--- config.mk ---
export PLATFORM = sky130hd
export DESIGN_NAME = tinycomp_in_port
export DESIGN_NICKNAME = d
export VERILOG_FILES = /design/src/rtl/tinycomp_in_port.sv
export SDC_FILE = /design/constraint.sdc
export NUM_CORES = 1
export LEC_CHECK = 0
export ABC_AREA = 0
export BUFFER_PORTS_ARGS = -buffer_cell sky130_fd_sc_hd__buf_4
export CAP_MARGIN = 20
export CORE_MARGIN = 5
export CORE_UTILIZATION = 44
export CTS_CLUSTER_SIZE = 12
export DETAILED_ROUTE_END_ITERATION = 12
export PLACE_DENSITY = 0.74
export SLEW_MARGIN = 15
export SYNTH_ARGS = -nofsm -noshare
export SYNTH_HDL_FRONTEND = slang
export SYNTH_SLANG_ARGS = --single-unit
export TNS_END_PERCENT = 1
--- constraint.sdc ---
create_clock -name clk -period 2.4 [get_ports clk]
set_clock_uncertainty 0.05 [all_clocks]
set_input_delay 0.24 -clock clk [delete_from_list [all_inputs] [get_ports clk]]
set_output_delay 0.24 -clock clk [all_outputs]
set_load 0.02 [all_outputs]
--- src/rtl/tinycomp_in_port.sv ---
// TinyComp input port: buffers producer bytes in a small FIFO and serves CPU I/O reads.
// Optional TCIN_OVERFLOW_EN: producer never back-pressured; drops set a sticky overflow flag.
module tinycomp_in_port #(
    parameter int unsigned DEPTH     = 4,
    parameter logic [31:0] DATA_ADDR = 32'h0000_03fe,
    parameter logic [31:0] STAT_ADDR = 32'h0000_03fd
) (
    input  logic        clk,
    input  logic        Reset,
    input  logic [7:0]  in_data,
    input  logic        in_valid,
    output logic        in_ready,
    input  logic [31:0] IOaddr,
    input  logic        InStrobe,
    output logic [31:0] InData,
    output logic        InRdy
);

    localparam int unsigned AW = (DEPTH > 1) ? $clog2(DEPTH) : 1;
    localparam int unsigned CW = AW + 1;
    localparam logic [CW-1:0] FULL_CNT = CW'(DEPTH);

    logic [7:0]    mem_q [DEPTH];
    logic [7:0]    mem_d [DEPTH];
    logic [AW-1:0] wr_ptr_q, wr_ptr_d;
    logic [AW-1:0] rd_ptr_q, rd_ptr_d;
    logic [CW-1:0] count_q, count_d;
    logic          ovf_flag;

    logic        empty, full, hit_d, hit_s, push, pop;
    logic [31:0] stat_word;

    assign empty = (count_q == '0);
    assign full  = (count_q == FULL_CNT);
    assign hit_d = (IOaddr == DATA_ADDR);
    assign hit_s = (IOaddr == STAT_ADDR);
    assign pop   = InStrobe && hit_d && !empty;

`ifdef TCIN_OVERFLOW_EN
    logic ovf_q, ovf_d, drop;

    assign in_ready = !Reset;
    assign push     = in_valid && !full && !Reset;
    assign drop     = in_valid && full;
    assign ovf_flag = ovf_q;

    // A drop in the same cycle as a clearing status read leaves the flag set.
    always_comb begin
        ovf_d = ovf_q;
        if (InStrobe && hit_s) ovf_d = 1'b0;
        if (drop)              ovf_d = 1'b1;
    end

    always_ff @(posedge clk) begin
        if (Reset) ovf_q <= 1'b0;
        else       ovf_q <= ovf_d;
    end
`else
    assign in_ready = !Reset && !full;
    assign push     = in_valid && in_ready;
    assign ovf_flag = 1'b0;
`endif

    assign stat_word = {16'h0000, {(8-CW){1'b0}}, count_q, 5'b00000, ovf_flag, full, !empty};

    always_comb begin
        InData = '0;
        InRdy  = 1'b1;
        if (hit_d) begin
            InRdy = !empty;
            if (!empty) InData = {24'h000000, mem_q[rd_ptr_q]};
        end else if (hit_s) begin
            InData = stat_word;
        end
    end

    always_comb begin
        mem_d    = mem_q;
        wr_ptr_d = wr_ptr_q;
        rd_ptr_d = rd_ptr_q;
        count_d  = count_q;
        if (push) begin
            mem_d[wr_ptr_q] = in_data;
            wr_ptr_d        = wr_ptr_q + 1'b1;
        end
        if (pop) rd_ptr_d = rd_ptr_q + 1'b1;
        case ({push, pop})
            2'b10:   count_d = count_q + 1'b1;
            2'b01:   count_d = count_q - 1'b1;
            default: count_d = count_q;
        endcase
    end

    always_ff @(posedge clk) begin
        if (Reset) begin
            wr_ptr_q <= '0;
            rd_ptr_q <= '0;
            count_q  <= '0;
        end else begin
            wr_ptr_q <= wr_ptr_d;
            rd_ptr_q <= rd_ptr_d;
            count_q  <= count_d;
        end
    end

    // Storage needs no reset: pointers and count define which entries are live.
    always_ff @(posedge clk) begin
        mem_q <= mem_d;
    end

endmodule

==> qor.csv <==
stage,metric,value,unit
grt,largest net degree at the start of global routing,13,
clock_network,Clock Sinks,39,
clock_network,root buf cell,clkbuf_8,
min_path,type of the worst min-delay path,input port to flop,
placed_design,placed cell count,262,
grt,antenna violations before repair,0,
route,vias per inst,4.76,
final_layout,# diodes,0,
critical_path,Critical R2R Launch,count_q[1],
sta,setup ws final,0.141,ns
power_and_ir_drop,Peak supply drop,0.000303,V
final_layout,area grow syn2layout,28.7,%
die,Die X,77.1,µm
critical_path,Worst Path Max Fanout,2,
synth,#FFs+latches synth,39,
die,die footprint,0.00594,mm²
job,max cap viols,0,
final_layout,layout cells sized above 1,0.417,
grt,first-pass GRT wire length,5970,µm
route,Routed Antenna Nets,0,
route,drt first pass iters,4,
placed_design,DP Wirelength,3080,µm
critical_path,Crit path required time,2.57,ns
power_and_ir_drop,leakage power,1.02,nW
die,Rows,24,
min_path,HP Start,in_data[4],
sta,Max Slew Vio Count,0,
synth,register area share after synthesis,0.556,
clock_network,CTS H-tree lvls,2,
die,io pins,78,
clock_network,TritonCTS clock tree,built,
power_and_ir_drop,power per cell area,521,mW/mm²
die,Initial Utilization,0.455,
route,via count,1284,
sta,final worst path period share,0.941,
grt,gr usage total,0.125,
final_layout,final core occ,0.586,
route,Wirelength per Cell,13.9,µm
critical_path,CP endpoint kind,flop,
synth,Synth Instances,148,
clock_network,clk buf depth,2,
grt,vias in the first global route,1294,
synth,Mapped Area,0.00198,mm²
route,DRT Wirelength,3750,µm
critical_path,Setup crit start kind,input port,
final_layout,fin nets,267,
synth,YS warnings,0,
route,drc violations,0,
placed_design,PortBufs,56,
die,core area,0.00435,mm²
critical_path,kind of critical path,input port to flop,
synth,"FFs w/ async S/R, synth",0,
placed_design,pre-CTS setup slack,-0.159,ns
critical_path,WP data arrival,2.43,ns
route,drt initial violations,48,
final_layout,"commonest non-fill, non-tap cell in the layout",buf_4,
sta,Max Freq,443,MHz
clock_network,hold buffers post-CTS,0,
clock_network,Worst-Skew Late Latency,0.28,ns
final_layout,most frequent cells in the layout,"66 x buf_4, 32 x edfxtp_1, 21 x conb_1, 9 x nor2b_1, 9 x nor2_1",
sta,Final setup viols,0,
sta,"Hold Violations, Final",0,
clock_network,TritonCTS buffer count,5,
outcome,outcome,"finished, final reports clean",
sta,Hold Slack,0.110,ns
clock_network,Post-CTS Repair Setup Buffers,0,
sta,minimum clock period,2.26,ns
sta,unrepaired setup endpoints after global routing,false,
synth,Unique masters post-synth,39,
clock_network,post-cts resize count,0,
grt,GRT overflow,0,
critical_path,worst setup path start,IOaddr[13],
die,Die Y,77.1,µm
placed_design,gpl congestion,0.769,
final_layout,non-filler cells in the finished layout,270,
synth,Post-synth EDFFs,32,
synth,ys flop type,edfxtp_1,
clock_network,clock slew at reported path FFs,0.07,ns
synth,Synth Area per Inst,13.4,µm²
[final cells by class]
| class | instances | area [µm²] |
|---|---|---|
| Multi-Input combinational cell | 97 | 773 |
| Sequential cell | 39 | 1100 |
| Timing Repair Buffer | 66 | 495 |
| Clock buffer | 6 | 72.6 |
| Clock inverter | 2 | 12.5 |
| Fill cell | 346 | 1800 |
| Inverter | 8 | 30.0 |
| Tap cell | 52 | 65.1 |
[state kept, by name, indices dropped and copies added, names as in the netlist]
register and count:
mem_q 32, wr_ptr_q 2, rd_ptr_q 2, count_q 3
[through the flow]
stage	setup TNS, ns	power [mW]	instance area [µm²]
2_1_floorplan	-0.101	0.880	2070
3_3_place_gp	-0.126	0.929	2460
3_5_place_dp	-0.186	0.933	2460
4_1_cts	0	1.33	2550
5_1_grt	0	1.38	2550
6_report	0	1.33	2550
[cell usage after synthesis, drive strengths merged (3+ instances only)]
cell     n  share of area
edfxtp  32           0.49
buf     22          0.082
nor2     9          0.017
nor2b    9          0.028
inv      8          0.015
mux4     8          0.091
dfxtp    7          0.071
and2     5          0.016
ha       5          0.032
a21oi    4          0.010
nand2    4         0.0076
nor4     4          0.020
and3     3          0.012
nand3    3         0.0076
[worst max-delay path, stage by stage]
cell and delay (ns):
buf_4 0.11, or4_4 0.53, nor4_4 0.24, and3_4 0.24, ha_4 0.12, inv_1 0.04
fa_2 0.33, xor2_1 0.16, or3_1 0.30, a21oi_1 0.11
[report_power, final]
| part | internal (mW) | leakage (nW) | switching, mW |
|---|---|---|---|
| Clock | 0.203 | 0.0412 | 0.208 |
| Sequential | 0.752 | 0.348 | 0.00689 |
| Combinational | 0.0751 | 0.629 | 0.0842 |
| Total | 1.03 | 1.02 | 0.299 |
[per-layer routing]
layer / routed length, µm / track usage
met2: 1920 / 0.218
met3: 246 / 0.0269
met1: 1540 / 0.157
met5: 0 / 0
met4: 38 / 0.0309
[logic make-up after synthesis]
group | share of synthesized area
compound gates | 0.0322
xor+xnor | 0.0133
fa+ha+maj | 0.0417
buf+inv | 0.101
flops | 0.556
mux | 0.0985
other cells | 0.00189
simple gates | 0.155
[final timing paths]
path / end / slack, ns / cells after the start
worst min-delay path: mem_q[4] / 0.11 / 1
worst max-delay path: count_q[2] / 0.14 / 10
worst max register to register: count_q[2] / 0.28 / 9
worst min register to register: wr_ptr_q[1] / 0.49 / 2
(Power assumes the default switching activity.)
